--- config.mk ---
export PLATFORM = sky130hd
export DESIGN_NAME = upregs_resp
export DESIGN_NICKNAME = d
export VERILOG_FILES = /design/src/rtl/upregs_resp_pkg.sv /design/src/rtl/upregs_istat.sv /design/src/rtl/upregs_resp.sv
export SDC_FILE = /design/constraint.sdc
export NUM_CORES = 1
export LEC_CHECK = 0
export CORE_ASPECT_RATIO = 0.6
export CORE_UTILIZATION = 65
export CTS_BUF_LIST = sky130_fd_sc_hd__clkbuf_4 sky130_fd_sc_hd__clkbuf_8
export DETAILED_ROUTE_END_ITERATION = 12
export DONT_BUFFER_PORTS = 1
export GPL_ROUTABILITY_DRIVEN = 0
export PLACE_DENSITY = 0.81
export SKIP_LAST_GASP = 1
export SLEW_MARGIN = 20
export SYNTH_ARGS = -nofsm -noshare
export SYNTH_HDL_FRONTEND = slang
export SYNTH_HIERARCHICAL = 1
export SYNTH_SLANG_ARGS = --single-unit
--- constraint.sdc ---
create_clock -name clk155 -period 3.4 [get_ports clk155]
set_input_delay 0.68 -clock clk155 [delete_from_list [all_inputs] [get_ports clk155]]
set_output_delay 0.68 -clock clk155 [all_outputs]
set_load 0.01 [all_outputs]
--- src/rtl/upregs_resp_pkg.sv ---
`default_nettype none
// ============================================================================
// Module      : upregs_resp_pkg
// Description : Shared constants for the upregs_resp CPU-bus responder:
//               register indices, responder FSM states and EVCNT width.
// Revision    : 1.0 - initial release
// ============================================================================
package upregs_resp_pkg;

  // Register indices decoded from upa[3:0]
  localparam logic [3:0] REG_VERSION = 4'd0;
  localparam logic [3:0] REG_CTRL    = 4'd1;
  localparam logic [3:0] REG_SCRATCH = 4'd2;
  localparam logic [3:0] REG_ISTAT   = 4'd3;
  localparam logic [3:0] REG_IMASK   = 4'd4;
  localparam logic [3:0] REG_EVCNT   = 4'd5;
  localparam logic [3:0] REG_STAT    = 4'd6;

  // Width of the saturating event counter
  localparam int EVCNT_W = 16;

  // Responder FSM states
  typedef enum logic [1:0] {
    ST_IDLE = 2'd0,
    ST_RD   = 2'd1,
    ST_WR   = 2'd2
  } state_e;

endpackage : upregs_resp_pkg
`default_nettype wire

--- src/rtl/upregs_istat.sv ---
`default_nettype none
// ============================================================================
// Module      : upregs_istat
// Description : Sticky interrupt status bank. Events set bits, CPU writes of
//               1 clear them, and a set wins over a clear in the same cycle.
//               Produces the registered masked interrupt level.
// Revision    : 1.0 - initial release
// ============================================================================
module upregs_istat #(
  parameter int NEVT = 8
) (
  input  logic            clk155,
  input  logic            rst_,
  input  logic [NEVT-1:0] evt_in,
  input  logic            w1c_en,
  input  logic [NEVT-1:0] w1c_data,
  input  logic [NEVT-1:0] mask,
  output logic [NEVT-1:0] istat,
  output logic            irq
);

  logic [NEVT-1:0] istat_q;
  logic [NEVT-1:0] istat_d;
  logic            irq_q;

  // Next sticky state: clear the written ones, then re-apply any new events
  always_comb begin
    istat_d = istat_q;
    if (w1c_en) begin
      istat_d = istat_q & ~w1c_data;
    end
    istat_d = istat_d | evt_in;
  end

  // Sticky bits and the interrupt level, which lags status/mask by one cycle
  always_ff @(posedge clk155 or negedge rst_) begin
    if (!rst_) begin
      istat_q <= '0;
      irq_q   <= 1'b0;
    end else begin
      istat_q <= istat_d;
      irq_q   <= |(istat_q & mask);
    end
  end

  assign istat = istat_q;
  assign irq   = irq_q;

endmodule : upregs_istat
`default_nettype wire

--- src/rtl/upregs_resp.sv ---
`default_nettype none
// ============================================================================
// Module      : upregs_resp
// Description : CPU-bus responder holding the block's common registers
//               (version, control, scratch, sticky interrupts, mask, event
//               counter, live status). Read/write data and acknowledge are
//               forced to zero whenever this block is not answering.
// Revision    : 1.0 - initial release
// ============================================================================
module upregs_resp
  import upregs_resp_pkg::*;
#(
  parameter int          RDLAT   = 2,
  parameter logic [31:0] VERSION = 32'h0001_0000,
  parameter int          NEVT    = 8
) (
  input  logic            clk155,
  input  logic            rst_,
  input  logic [23:0]     upa,
  input  logic            upen,
  input  logic            uprs,
  input  logic            upws,
  input  logic [31:0]     updi,
  input  logic [NEVT-1:0] evt_in,
  input  logic [31:0]     stat_in,
  output logic [31:0]     updo,
  output logic            uprdy,
  output logic            upint,
  output logic [31:0]     ctrl
);

  localparam logic [2:0] RDLAT_C = 3'(RDLAT);

  state_e               state_q, state_d;
  logic [2:0]           cnt_q, cnt_d;
  logic [31:0]          hold_q;
  logic [31:0]          ctrl_q;
  logic [31:0]          scratch_q;
  logic [NEVT-1:0]      mask_q;
  logic [EVCNT_W-1:0]   evcnt_q, evcnt_d;

  logic [3:0]           idx;
  logic                 acc_any, acc_wr, acc_rd;
  logic                 ack_w, rd_last_w;
  logic [31:0]          rd_mux;
  logic [NEVT-1:0]      istat;
  logic                 irq;
  logic                 unused_upa;

  assign idx        = upa[3:0];
  assign unused_upa = ^upa[23:4];

  // Only an idle responder takes a strobe; a write beats a simultaneous read
  assign acc_any = upen & (uprs | upws) & (state_q == ST_IDLE);
  assign acc_wr  = acc_any & upws;
  assign acc_rd  = acc_any & ~upws;

  // FSM state and read-latency counter
  always_ff @(posedge clk155 or negedge rst_) begin
    if (!rst_) begin
      state_q <= ST_IDLE;
      cnt_q   <= 3'd0;
    end else begin
      state_q <= state_d;
      cnt_q   <= cnt_d;
    end
  end

  // FSM next state; the read counter starts at 1 so the ack lands RDLAT after the strobe
  always_comb begin
    state_d   = state_q;
    cnt_d     = cnt_q;
    ack_w     = 1'b0;
    rd_last_w = 1'b0;
    case (state_q)
      ST_IDLE: begin
        if (acc_wr) begin
          state_d = ST_WR;
        end else if (acc_rd) begin
          state_d = ST_RD;
          cnt_d   = 3'd1;
        end
      end
      ST_WR: begin
        ack_w   = 1'b1;
        state_d = ST_IDLE;
      end
      ST_RD: begin
        if (cnt_q == RDLAT_C) begin
          ack_w     = 1'b1;
          rd_last_w = 1'b1;
          state_d   = ST_IDLE;
        end else begin
          cnt_d = cnt_q + 3'd1;
        end
      end
      default: state_d = ST_IDLE;
    endcase
  end

  // Read mux; unused upper bits and unmapped indices read 0
  always_comb begin
    rd_mux = '0;
    case (idx)
      REG_VERSION: rd_mux = VERSION;
      REG_CTRL:    rd_mux = ctrl_q;
      REG_SCRATCH: rd_mux = scratch_q;
      REG_ISTAT:   rd_mux[NEVT-1:0] = istat;
      REG_IMASK:   rd_mux[NEVT-1:0] = mask_q;
      REG_EVCNT:   rd_mux[EVCNT_W-1:0] = evcnt_q;
      REG_STAT:    rd_mux = stat_in;
      default:     rd_mux = '0;
    endcase
  end

  // Event counter: saturating increment, cleared by a read capture (a same-cycle event leaves 1)
  always_comb begin
    evcnt_d = evcnt_q;
    if (acc_rd && (idx == REG_EVCNT)) begin
      evcnt_d = {{(EVCNT_W-1){1'b0}}, evt_in[0]};
    end else if (evt_in[0] && (evcnt_q != {EVCNT_W{1'b1}})) begin
      evcnt_d = evcnt_q + {{(EVCNT_W-1){1'b0}}, 1'b1};
    end
  end

  // Writable registers, read-hold capture and event counter
  always_ff @(posedge clk155 or negedge rst_) begin
    if (!rst_) begin
      ctrl_q    <= '0;
      scratch_q <= '0;
      mask_q    <= '0;
      hold_q    <= '0;
      evcnt_q   <= '0;
    end else begin
      if (acc_wr) begin
        case (idx)
          REG_CTRL:    ctrl_q    <= updi;
          REG_SCRATCH: scratch_q <= updi;
          REG_IMASK:   mask_q    <= updi[NEVT-1:0];
          default:     ;
        endcase
      end
      if (acc_rd) begin
        hold_q <= rd_mux;
      end
      evcnt_q <= evcnt_d;
    end
  end

  upregs_istat #(
    .NEVT (NEVT)
  ) u_istat (
    .clk155   (clk155),
    .rst_     (rst_),
    .evt_in   (evt_in),
    .w1c_en   (acc_wr && (idx == REG_ISTAT)),
    .w1c_data (updi[NEVT-1:0]),
    .mask     (mask_q),
    .istat    (istat),
    .irq      (irq)
  );

  assign uprdy = ack_w;
  assign updo  = rd_last_w ? hold_q : 32'h0;
  assign upint = irq;
  assign ctrl  = ctrl_q;

endmodule : upregs_resp
`default_nettype wire

* After elaboration in Yosys (flattened, before gate mapping)
Cells that the tools add are included.
** Cells by class
- Add/subtract/negate cells :: 2
- $mul :: 0
- Divide/modulo/power cells :: 0
- Order comparisons :: 0
- Eq/ne operators :: 15
- Shift-type cells :: 0
- Mux-type cells :: 18
- Bitwise logic cells :: 10
- Reductions and logical operators :: 13
** Operators with widths (count)
- $pmux W16 S4 :: 1
- $pmux W8 S6 :: 1
- $mux W16 :: 2
- $mux W32 :: 1
- $pmux W8 S4 :: 1
- $add A16 B1 Y16 const B :: 1
- $and A8 B8 Y8 :: 2
- $ne A16 B16 Y1 const B :: 1
- $eq A4 B3 Y1 const B :: 3
- $mux W3 :: 3
- $eq A4 B2 Y1 const B :: 2
- $mux W8 :: 1
- $ne A2 B2 Y1 const B :: 4
- $not A8 Y8 :: 1
- $or A8 B8 Y8 :: 1
- $reduce_and A2 Y1 :: 4
- $reduce_or A8 Y1 :: 1
- $mux W2 :: 3
- $pmux W3 S2 :: 1
- $and A1 B1 Y1 :: 4
- $eq A4 B1 Y1 const B :: 1
- $logic_not A4 Y1 :: 1
- $pmux W2 S2 :: 1
- $reduce_and A4 Y1 :: 1
- other kinds (12) :: 16
** Storage, ports and cells
- Bits in registers :: 134
- Bits in latches :: 0
- Bits in writable memories :: 0
- Memory bits (read-only) :: 0
- Input port bits :: 101
- Output and inout bits :: 66
- Word-level logic and storage cells :: 67
- Memories :: 0

* Depth between registers and ports, before layout
- Depth in word-level cells :: 7
- Depth in mapped cells :: 8
- Depth with buffers taken out :: 6

* Cells and area by module
The synthesis kept the hierarchy.
** By module, submodules not included
- upregs_resp :: instances 1, cells each 544, area each 6104.6 um2
- upregs_istat :: instances 1, cells each 31, area each 359.1 um2

* Least setup slack after synthesis
Ideal clock, no wire load.
- Path type :: input to register
- From :: input port upa[0]
- To :: register scratch_q[10]
- Library setup time :: 0.125 ns
- Data arrival time :: 2.100 ns
- Data required time :: 3.275 ns
- Setup slack :: 1.175 ns
- Cell stages on the path :: 6
- Path through :: buf_2 nor4b_2 nor2b_1 clkbuf_1 buf_4 mux2_2
** On the way
- Cells in the longest elaborated chain, start to end :: 2
** RTL lines
- start: declaration :: line upregs_resp.sv:19 : input logic [23:0] upa,
- $eq A4 B2 Y1 :: line upregs_resp.sv:136 : case (idx)
- $reduce_and A2 Y1 (no line)
- end signal: assignment :: line upregs_resp.sv:138 : REG_SCRATCH: scratch_q <= updi;
- end: declaration :: line upregs_resp.sv:38 : logic [31:0] scratch_q;
No other way between the ends.
A chain may end at the register's enable or synchronous reset.

* Worst setup path in the final report
- From :: register state_q[1]
- To :: output port updo[20]
** On the way
- Cells in the longest elaborated chain, start to end :: 3
** RTL lines
- start: declaration :: line upregs_resp.sv:34 : state_e state_q, state_d;
- start signal: assignment :: line upregs_resp.sv:64 : state_q <= state_d;
- $eq A2 B1 Y1 :: line upregs_resp.sv:75 : case (state_q)
- $mux W1 :: line upregs_resp.sv:75
- $mux W32 :: line upregs_resp.sv:164 : assign updo = rd_last_w ? hold_q : 32'h0;
- end: declaration :: line upregs_resp.sv:26 : output logic [31:0] updo,
No other way between the ends.

==> flow_summary.yaml <==
global_route:
  grt_pass1_wl_mm: 24.65
  grt_usage_pct: 32.23
  grt_max_degree: 135
  grt-ovfl-total: 0
  grt_antenna_before_repair: 0
  grt_pass1_vias: 4672
sta:
  fin_ws_ns: 0.3219
  rsz0062_at_grt: "false"
  period_share_pct: 90.53
  slew-limit-headroom_pct: 41.09
  max_freq_mhz: 324.9
  maxSlewViolCount: 0
  hold_viol_final: 134
  setup_viol: 0
  tightestPinTransition_ns: 0.8818
  final.min_clock_period_ns: 3.078
  hold_ws_ns: -0.05556
  clock-skew-final_ns: 0.007953
  tns_ns: 0
die:
  coreArea_mm2: 0.009425
  die_x_um: 130.7
  rows: 27
  start_util_pct: 68.58
  die_area_mm2: 0.01036
  die_height_um: 79.25
  ioPinCount: 167
clocking:
  root_buffer: "clkbuf_8"
  clock_latency_ns: 0.43
  clkSinkCount: 134
  postCtsSetupRepairBufs: 0
  cts_buffers: 17
  cts_buffer_depth: 2
  cts_tree: "yes"
  cts.htree.levels: 4
  path_clk_slew_ns: 0.07
setup_path:
  critPathMaxStageDelay_ns: 0.53
  cp_max_fo: 20
  cp_common_cell: "inv_1"
  crit_type: "reg -> out"
  slowest_stage: "nor2_2"
  crit_chain: "inv_1, ha_1, inv_1, nor2_2, buf_4, and2_1"
  cp.arrival_ns: 2.40
  start_kind: "flip-flop"
  cp-end-kind: "output port"
  r2r_slack_ns: 0.91
  cp.required_ns: 2.72
synthesis:
  synthArstFlopShare_pct: 100.0
  synth_edf_count: 0
  syn_nets: 682
  synth_flop_cell: "dfrtp_1"
  ys_seq_elements: 134
  synth_area_mm2: 0.006464
  avgSynthCellArea_um2: 11.24
  postSynthCellCount: 575
  seq_area_frac_synth_pct: 51.88
  ys_warn_count: 6
  synth.distinct_cells: 47
pwr:
  switching_power_mw: 1.330
  peakVddDrop_v: 0.0004373
  seq_power_share_pct: 53.5
  leakage_nw: 3.137
  pwr-share-comb_pct: 16.1
  intPower_mw: 3.116
  power_density_mw_per_mm2: 633.1
  swShare_pct: 29.92
  p_clk_share_pct: 30.4
place:
  place_area_mm2: 0.006616
  port_buffers: 0
  dp_hpwl_mm: 10.71
  dp_slack_ns: 0.8284
route:
  vias: 4767
  drtIter0Drc: 373
  vias_per_cell: 6.724
  wirelength_mm: 15.96
  wl_per_cell_um: 22.50
  drtAntennaViolNets: 0
  remaining_drc_errors: 0
  dr.pass1.iters: 5
final_layout:
  drive_above_1_share_pct: 21.59
  nNetsFinal: 673
  final_cell_mix: "134 x dfrtp_1, 70 x mux2_2, 61 x nand2_1, 35 x a22oi_1, 34 x and2_1"
  area_growth_pct: 8.672
  layout_commonest_cell: "dfrtp_1"
  fin_area_mm2: 0.007024
  diodes: 0
status:
  status: "complete, but fails checks"
  violations: "negative hold slack"
worst_hold_path:
  hold_class: "in -> async"
flow_run:
  maxCapViolCount: 0
-- path summary, 6_finish.rpt --
kind                              startpoint               end  cells after the start
worst max-delay path              state_q[1]          updo[20]                      6
worst min-delay path                    rst_           ctrl[9]                      0
worst max register to register    state_q[1]        hold_q[15]                      6
worst min register to register  scratch_q[4]      scratch_q[4]                      1
max in group asynchronous               rst_        hold_q[22]                      0
min in group clk155                evt_in[6]  u_istat/istat[6]                      1
-- power groups by stage --
stage | Sequential, mW | Combinational [mW] | Clock [mW]
final | 2.38 | 0.716 | 1.35
after global placement | 2.36 | 0.661 | 0
after detailed placement | 2.40 | 0.711 | 0
after global routing | 2.44 | 0.792 | 1.43
after floorplan | 2.27 | 0.592 | 0
after CTS | 2.37 | 0.716 | 1.37
-- synth_stat cells (all sizes together) (4+ instances only) --
library cell,count,area share (%)
nand2,61,3.5
or3,6,0.58
clkbuf,26,1.5
o21ai,16,1.2
a21oi,20,1.5
mux2,71,12
a221oi,16,2.2
a21o,8,0.93
buf,14,1.4
nor2,18,1.0
and2,34,3.3
a22oi,35,4.1
ha,6,1.2
nand3,6,0.46
dfrtp,134,52
and4,4,0.54
nand4,8,0.77
nor2b,7,0.68
a22o,33,4.5
inv,10,0.58
-- area by class of cell --
cell class | instances | area, um2
Multi-Input combinational cell | 391 | 2948
Clock inverter | 8 | 96.34
Sequential cell | 134 | 3353
Inverter | 10 | 37.54
Timing Repair Buffer | 12 | 115.1
Clock buffer | 24 | 311.5
Fill cell | 646 | 2401
Tap cell | 130 | 162.7
-- registers in the layout, summed over array words and instances, names as in the netlist --
register       flops
mask_q             8
u_istat/istat      8
state_q            2
ctrl              32
scratch_q         32
hold_q            32
cnt_q              3
u_istat/irq        1
evcnt_q           16
-- through the flow --
step                      util (%)  std cells  total power [mW]  hold slack (ns)
final                        74.53        709             4.447         -0.05556
after global routing         74.53        709             4.659         -0.09083
after CTS                    74.53        709             4.454         -0.07869
after detailed placement     70.20        677             3.106           0.3873
after global placement       70.20        677             3.023           0.3882
after floorplan                  -        575             2.864           0.3844
-- metal layers --
metal | wire length (um) | GRT usage [%] | vias up
met5 | 0 | 0 | -
met1 | 6745 | 42.70 | 2397
li1 | - | - | 2102
met4 | 240 | 10.00 | 0
met3 | 1675 | 11.32 | 25
met2 | 7293 | 49.84 | 243
-- cells by family (layout without fill, tap and decap cells) --
logic type	after synthesis	after routing	synth area share, %
buf+inv	50	54	3.523
mux	74	74	12.83
fa+ha+maj	6	6	1.161
flops	134	134	51.88
compound gates	146	146	16.82
simple gates	162	162	13.38
xor+xnor	3	3	0.4066
-- critical path, delay by kind of cell, from the launching register on --
kind	cells	cell delay, ns
fa+ha+maj	1	0.29
flops	1	0.40
simple gates	2	0.75
buf+inv	3	0.54
-- what timing repair did --
action	CTS	global route
gates resized for setup	0	0
hold endpoints to repair	134	134
endpoints found under the setup margin	0	0
No activity file was read; power rests on OpenSTA's default activity.
